## src/rtl/dmem_arbiter.sv

```systemverilog
// Two-port data-memory arbiter: grants one requester, holds the access on the memory
// bus until mem_ack or timeout, then returns a one-cycle done. Round-robin ties: DMEM_ARB_RR_EN.
module dmem_arbiter #(
  parameter int unsigned TIMEOUT = 16
) (
  input  logic        clk_i,
  input  logic        rst_ni,

  input  logic        r0_req_i,
  input  logic        r0_we_i,
  input  logic [31:0] r0_addr_i,
  input  logic [31:0] r0_wdata_i,
  input  logic [3:0]  r0_width_i,
  output logic        r0_gnt_o,
  output logic        r0_done_o,

  input  logic        r1_req_i,
  input  logic        r1_we_i,
  input  logic [31:0] r1_addr_i,
  input  logic [31:0] r1_wdata_i,
  input  logic [3:0]  r1_width_i,
  output logic        r1_gnt_o,
  output logic        r1_done_o,

  output logic [31:0] rdata_o,
  output logic        err_o,

  output logic        mem_req_o,
  output logic        mem_we_o,
  output logic [31:0] mem_addr_o,
  output logic [31:0] mem_wdata_o,
  output logic [3:0]  mem_width_o,
  input  logic        mem_ack_i,
  input  logic [31:0] mem_rdata_i
);

  localparam logic [7:0] TimeoutLast = 8'(TIMEOUT - 1);

  typedef enum logic [1:0] {StIdle, StWait, StDone} state_e;

  state_e      state_q;
  logic        owner_q;
  logic        done_q;
  logic        err_q;
  logic [31:0] rdata_q;
  logic [7:0]  cnt_q;
  logic        mem_req_q;
  logic        mem_we_q;
  logic [31:0] mem_addr_q;
  logic [31:0] mem_wdata_q;
  logic [3:0]  mem_width_q;
`ifdef DMEM_ARB_RR_EN
  logic        last_q;
`endif

  logic        win;
  logic        grant;
  logic        sel_we;
  logic [31:0] sel_addr;
  logic [31:0] sel_wdata;
  logic [3:0]  sel_width;

  // win = 0 selects port 0, 1 selects port 1
  always_comb begin
    win = 1'b0;
    if (r0_req_i && r1_req_i) begin
`ifdef DMEM_ARB_RR_EN
      win = ~last_q;
`else
      win = 1'b0;
`endif
    end else if (r1_req_i) begin
      win = 1'b1;
    end
  end

  // Gated by reset so no grant is seen while the block is held in reset.
  assign grant    = rst_ni && (state_q == StIdle) && (r0_req_i || r1_req_i);
  assign r0_gnt_o = grant & ~win;
  assign r1_gnt_o = grant & win;

  assign sel_we    = win ? r1_we_i    : r0_we_i;
  assign sel_addr  = win ? r1_addr_i  : r0_addr_i;
  assign sel_wdata = win ? r1_wdata_i : r0_wdata_i;
  assign sel_width = win ? r1_width_i : r0_width_i;

  always_ff @(posedge clk_i or negedge rst_ni) begin
    if (!rst_ni) begin
      state_q     <= StIdle;
      owner_q     <= 1'b0;
      done_q      <= 1'b0;
      err_q       <= 1'b0;
      rdata_q     <= '0;
      cnt_q       <= '0;
      mem_req_q   <= 1'b0;
      mem_we_q    <= 1'b0;
      mem_addr_q  <= '0;
      mem_wdata_q <= '0;
      mem_width_q <= '0;
`ifdef DMEM_ARB_RR_EN
      last_q      <= 1'b1;
`endif
    end else begin
      unique case (state_q)
        StIdle: begin
          done_q <= 1'b0;
          if (grant) begin
            state_q     <= StWait;
            owner_q     <= win;
            cnt_q       <= '0;
            mem_req_q   <= 1'b1;
            mem_we_q    <= sel_we;
            mem_addr_q  <= sel_addr;
            mem_wdata_q <= sel_wdata;
            mem_width_q <= sel_width;
`ifdef DMEM_ARB_RR_EN
            last_q      <= win;
`endif
          end
        end
        StWait: begin
          // An ack in the final allowed cycle takes precedence over the timeout.
          if (mem_ack_i) begin
            state_q   <= StDone;
            mem_req_q <= 1'b0;
            rdata_q   <= mem_rdata_i;
            err_q     <= 1'b0;
            done_q    <= 1'b1;
          end else if (cnt_q >= TimeoutLast) begin
            state_q   <= StDone;
            mem_req_q <= 1'b0;
            rdata_q   <= '0;
            err_q     <= 1'b1;
            done_q    <= 1'b1;
          end else if (cnt_q != 8'hFF) begin
            cnt_q <= cnt_q + 8'd1;
          end
        end
        StDone: begin
          state_q <= StIdle;
          done_q  <= 1'b0;
        end
        default: begin
          state_q <= StIdle;
          done_q  <= 1'b0;
        end
      endcase
    end
  end

  assign r0_done_o   = done_q & ~owner_q;
  assign r1_done_o   = done_q & owner_q;
  assign rdata_o     = rdata_q;
  assign err_o       = err_q;
  assign mem_req_o   = mem_req_q;
  assign mem_we_o    = mem_we_q;
  assign mem_addr_o  = mem_addr_q;
  assign mem_wdata_o = mem_wdata_q;
  assign mem_width_o = mem_width_q;

endmodule

```

## config.mk

```make
export PLATFORM = sky130hd
export DESIGN_NAME = dmem_arbiter
export DESIGN_NICKNAME = d
export VERILOG_FILES = /design/src/rtl/dmem_arbiter.sv
export SDC_FILE = /design/constraint.sdc
export NUM_CORES = 1
export LEC_CHECK = 0
export CAP_MARGIN = 5
export CORE_MARGIN = 5
export CORE_UTILIZATION = 40
export DETAILED_ROUTE_END_ITERATION = 10
export MAX_ROUTING_LAYER = met4
export PLACE_DENSITY_LB_ADDON = 0.15
export SYNTH_ARGS = -nofsm -noshare
export SYNTH_HDL_FRONTEND = slang
export SYNTH_SLANG_ARGS = --single-unit
export TNS_END_PERCENT = 10
```

## constraint.sdc

```tcl
create_clock -name clk_i -period 1.8 [get_ports clk_i]
set_input_delay 0.54 -clock clk_i [delete_from_list [all_inputs] [get_ports clk_i]]
set_output_delay 0.54 -clock clk_i [all_outputs]
set_load 0.005 [all_outputs]
```

### Word-level counts from Yosys, hierarchy flattened

Cells that the tools add are included.

* word-level logic and storage cells: 63
* input port bits: 175
* output and inout port bits: 107
* bits in registers: 115

* bitwise gates (word level): 6
* reductions and logical operators: 12
* $add $sub $neg: 1
* $lt $le $gt $ge: 1
* equal/unequal tests: 7
* mux-type cells: 25

Operators by type and width (count)
* $mux 32: 4
* $mux 8: 4
* $pmux 8 s2: 1
* $mux 1: 10
* $add 8x1->8 const B: 1
* $ge 8x4->1 const B: 1
* $ne 2x2->1 const B: 4
* $ne 8x8->1 const B: 1
* $mux 2: 3
* $reduce_and 2->1: 3
* $reduce_and 5->1: 1
* $and 1x1->1: 4
* $mux 4: 1
* $pmux 2 s2: 1
* $reduce_bool 2->1: 2
* $logic_and 1x1->1: 3
* $ne 3x3->1 const B: 1
* $reduce_and 3->1: 1
* $eq 2x1->1 const B: 1
* $logic_not 2->1: 1
* $not 1->1: 2
* $pmux 1 s2: 1
* $logic_or 1x1->1: 1

### Logic depth before layout (Yosys ltp)

* depth in word-level cells: 5
* depth in mapped cells: 6
* gate-level depth less buffers: 5

### Worst setup path after synthesis

OpenSTA, ideal clock, no wires.

* path type: input port to output port
* start: input rst_ni
* end: output r1_gnt_o
* setup slack: 0.052 ns
* data required time: 1.260 ns
* cell stages on the path: 5
* data arrival time: 1.208 ns
* buffers on the path: 2
* cells stage by stage: nor3b_2 buf_2 buf_2 nand2_1 nor2_1

* longest elaborated chain between the ends: 3

RTL lines
* start, declared: RTL line 7 `input logic rst_ni,`
* $logic_and 1x1->1 (2 in series): RTL line 78 `assign grant = rst_ni && (state_q == StIdle) && (r0_req_i || r1_req_i);`
* $and 1x1->1: RTL line 80 `assign r1_gnt_o = grant & win;`
* end, declared: RTL line 22 `output logic r1_gnt_o,`

Every way passes these cells.

### Worst setup path after layout

* start: register state_q[1]
* end: output r1_gnt_o

* longest elaborated chain between the ends: 4

RTL lines
* start, declared: RTL line 41 `state_e state_q;`
* start signal, assigned: RTL line 89 `state_q <= StIdle;`
* start signal, assigned: RTL line 108 `state_q <= StWait;`
* start signal, assigned: RTL line 124 `state_q <= StDone;`
* $logic_not 2->1: RTL line 78
* $logic_and 1x1->1 (2 in series): RTL line 78
* $and 1x1->1: RTL line 80

Every way passes these cells.

==> metrics.md <==
| Metric | Value |
|---|---|
| Proportion of synthesized flip-flops having asynchronous set or reset | `100.0%` |
| Mean instance size in the synthesized netlist | `10.53 um2` |
| Root buffer cell | `sky130_fd_sc_hd__clkbuf_16` |
| Clk pwr share | `26.1%` |
| Most used flip-flop cell after synthesis | `sky130_fd_sc_hd__dfrtp_1` |
| Time the final worst path needs with I/O delays and setup | `1.969 ns` |
| Worst-case reg-to-reg path depth | `8` |
| Critical path required time | `1.26 ns` |
| Dominant combinational cell family by area after synthesis | `compound AO/OA/AOI/OAI gates` |
| Layout-stage area growth over the synthesis result | `62.53%` |
| Largest fanout on the critical path | `2` |
| # H-tree levels | `4` |
| Cell Pwr Density | `1309 nW/um2` |
| Category of the worst setup path capture point | `output port` |
| CTS sink count | `approximately 120` |
| Fraction of the mapped netlist area in compound gates | `29.34%` |
| Flop-to-flop setup slack | `0.08 ns` |
| Fraction of power consumed by sequential logic | `36.9%` |
| Clock Path Buffers | `2` |
| Share of power burned in combinational logic | `37.0%` |
| Number of warning messages in the yosys log | `0` |
| Top-level port count | `approximately 280` |
| Vias | `5576` |
| Violated checks | `negative setup slack` |
| Max Transition Viols Final | `0` |
| Ratio of cells with drive above 1 in the final layout | `9.191%` |
| Clock-pin slew on the worst setup and hold paths | `0.05 ns` |
| Effective utilization at floorplan | `40.28%` |
| DRT Pass-1 Iters | `5` |
| Endpoint of the lowest-slack register-to-register path | `mem_width_o[2]` |
| Reported max-cap violation count | `0` |
| TritonCTS clock tree | `done` |
| Post-synthesis simple-gate area fraction | `11.93%` |
| Clock latency reported for the late side of the worst-skew pair | `roughly 0.41 ns` |
| Die height | `127.5 um` |
| Final antenna-violating net count | `0` |
| Worst Setup EP | `r1_gnt_o` |
| Portion of synthesized cell area occupied by the leading cell type | `52.07%` |
| Type of the setup path with the least slack | `reg2out` |
| Setup ws final | `-0.1694 ns` |
| EDFF count, synth | `0` |
| Adder-cell share of the synthesized area | `0.2264%` |
| Relative slew slack | `a little under three fifths` |
| Number of nets in the layout | `979` |
| Worst min-delay path category | `in2async` |
| Dominant cell by count in the synthesized netlist | `sky130_fd_sc_hd__dfrtp_1` |
| Cell type with the largest total area after synthesis | `sky130_fd_sc_hd__dfrtp_1` |
| Biggest area contributors in the synthesized netlist | `sky130_fd_sc_hd__dfrtp_1 52%, sky130_fd_sc_hd__a22oi_1 9.4%, sky130_fd_sc_hd__a31oi_1 7.9%, sky130_fd_sc_hd__nor2b_1 7.9%, sky130_fd_sc_hd__a22o_1 5.1%` |
| Run status | `finished with violations` |
| Core outline area | `13720 um2` |
| Share of total power consumed by net switching | `30.68%` |
| Category of the worst setup path launch point | `flop` |
| Fin crit share | `109.4%` |
| Maximum number of pins on one net before global-route repair | `70` |
| Critical path's largest stage delay | `0.40 ns` |
| Maximum clock frequency | `507.8 MHz` |
| Distinct cell type count after synthesis | `33` |
| Internal portion of total power | `~8.2 mW` |
| Total global routing track utilization | `24.47%` |
| Lkg Pwr | `3.905 nW` |
| Detailed placement HPWL | `13860 um` |
| Slew of the pin with the lowest slew margin | `0.6624 ns` |
| Clock buffer count from CTS | `17` |
| Crit-path cells | `nor3b_4, buf_4, nand2_1, nor2_1, buf_2` |
| Max VDD drop | `0.6909 mV` |
| Overflow after GRT | `0` |
| Unrepaired setup endpoints after global routing | `true` |
| Routability congestion estimate | `between 0.8 and 0.9` |
| Post-Synth XOR/XNOR Area | `0%` |
| Critical path launch point | `state_q[1]` |
| Clock skew after layout | `0.01128 ns` |
| Initial detailed-routing violation count | `approximately 420` |
| Slowest cell on the critical path | `sky130_fd_sc_hd__dfrtp_1` |
| Detailed Route WL | `20080 um` |
| Post-detailed-route wirelength per cell | `20.14 um` |
| Utilization after layout | `65.47%` |
| Worst Path Arrival | `around 1.4 ns` |
| Final setup fails | `2` |
| Number of antenna violations at the first check in global routing | `1` |
| Vias in the first global route | `roughly 5800` |
| Endpoints failing hold | `0` |
| FF-to-FF Start | `state_q[1]` |
| Post-synthesis mux area share | `0.1811%` |
| Area of the die | `16270 um2` |
| Cell count after synthesis | `~530` |
| Setup slack at placement | `-0.3019 ns` |
| FP Rows | `43` |
| Net switching power of the design | `between 3 and 4 mW` |
| Cell area after synthesis | `approximately 5500 um2` |
| Die Width | `127.5 um` |
| First-pass GRT wire length | `30440 um` |
| Buffers added on ports | `between 200 and 300` |
| Flops & latches, synth | `115` |
| Synthesized Nets | `between 700 and 800` |
| Via count normalized by instance count | `approximately 5.6` |
| Total of hold buffers inserted after clock tree synthesis | `0` |
| Sequential-to-total area share from yosys stat | `52.07%` |
| Synth cell count leaders | `115 x sky130_fd_sc_hd__dfrtp_1, 70 x sky130_fd_sc_hd__a31oi_1, 70 x sky130_fd_sc_hd__nor2b_1` |
| DRC violation count after routing | `0` |
## worst max-delay path: cells and delay by family (launching register included)
kind	cells	cell delay, ns
flops	1	0.40
buf+inv	2	0.26
simple gates	3	0.36
## cell usage in the layout (no fill, tap or decap), drive strengths merged, types with 2 or more instances in the layout
cell type / instances
nand2: 5
inv: 4
dlygate4sd2: 104
nand3: 3
o21ai: 72
clkbuf: 29
and2: 3
clkinv: 4
dfrtp: 115
nor2b: 71
clkdlybuf4s50: 171
a22o: 32
buf: 35
a21oi: 5
nor2: 8
a22oi: 69
nor3b: 2
and3: 5
a31oi: 70
## kinds of logic after synthesis
logic type               after synthesis
buffers and inverters                 57
adder cells (fa/ha/maj)                1
flip-flops                           115
AO/OA/AOI/OAI                        248
multiplexers                           1
AND/OR/NAND/NOR                      103
## repair_timing
item / 4_1_cts / 5_1_grt
endpoints found under the setup margin: 107 / 63
pin swaps: 1 / 0
resized for setup: 119 / 9
buffers inserted: 5 / 0
gates cloned: 0 / 1
## power groups by stage
| stage | Sequential, mW | Combinational [mW] | Clock [mW] |
|---|---|---|---|
| finish | 4.34 | 4.36 | 3.06 |
| global route | 4.48 | 4.75 | 3.24 |
| CTS | 4.34 | 4.37 | 3.11 |
| detailed placement | 4.39 | 5.00 | 0 |
| global placement | 4.35 | 4.89 | 0 |
| floorplan | 4.38 | 1.90 | 0 |
## state kept, by name (all words and copies together) (netlist names)
register	count
mem_addr_o	32
state_q	2
err_o	1
rdata_o	32
owner_q	1
mem_wdata_o	32
mem_width_o	4
mem_we_o	1
mem_req_o	1
done_q	1
cnt_q	8
## worst min path at each step
stage,end,slack [ns],startpoint
3_5_place_dp,rdata_o[18],0.48,rdata_o[18]
6_report,mem_wdata_o[24],0.14,rst_ni
3_3_place_gp,rdata_o[8],0.48,rdata_o[8]
5_1_grt,mem_wdata_o[26],0.15,rst_ni
4_1_cts,mem_wdata_o[20],0.13,rst_ni
2_1_floorplan,cnt_q[0],0.24,rst_ni
## stage by stage
step	hold WS (ns)	area, um2	cells	total power [mW]	TNS, ns
after detailed placement	0.4822	8472	958	9.385	-9.787
after global routing	0.1522	8982	997	12.46	-0.4121
after floorplan	0.2444	5527	525	6.289	0
after CTS	0.1303	8937	995	11.82	-0.3069
final	0.1433	8982	997	11.76	-0.3044
after global placement	0.4840	8472	958	9.238	-7.497
## per-layer routing
metal	wire length (um)	global-route usage, %	vias up
li1	-	-	2540
met1	8041	29.15	2730
met2	9795	39.42	262
met3	1558	6.271	44
met4	688	10.47	0
met5	0	-	-
## cell type report
type | count | area (um2)
repair buffers | 312 | 3000
well taps | 180 | 225.2
flip-flops and latches | 115 | 2878
multi-input cells | 353 | 2315
inverters | 4 | 15.01
clock buffers | 28 | 526.8
diodes | 1 | 2.502
clock inverters | 4 | 20.02
fillers | 1133 | 4737
(Power assumes the default switching activity.)
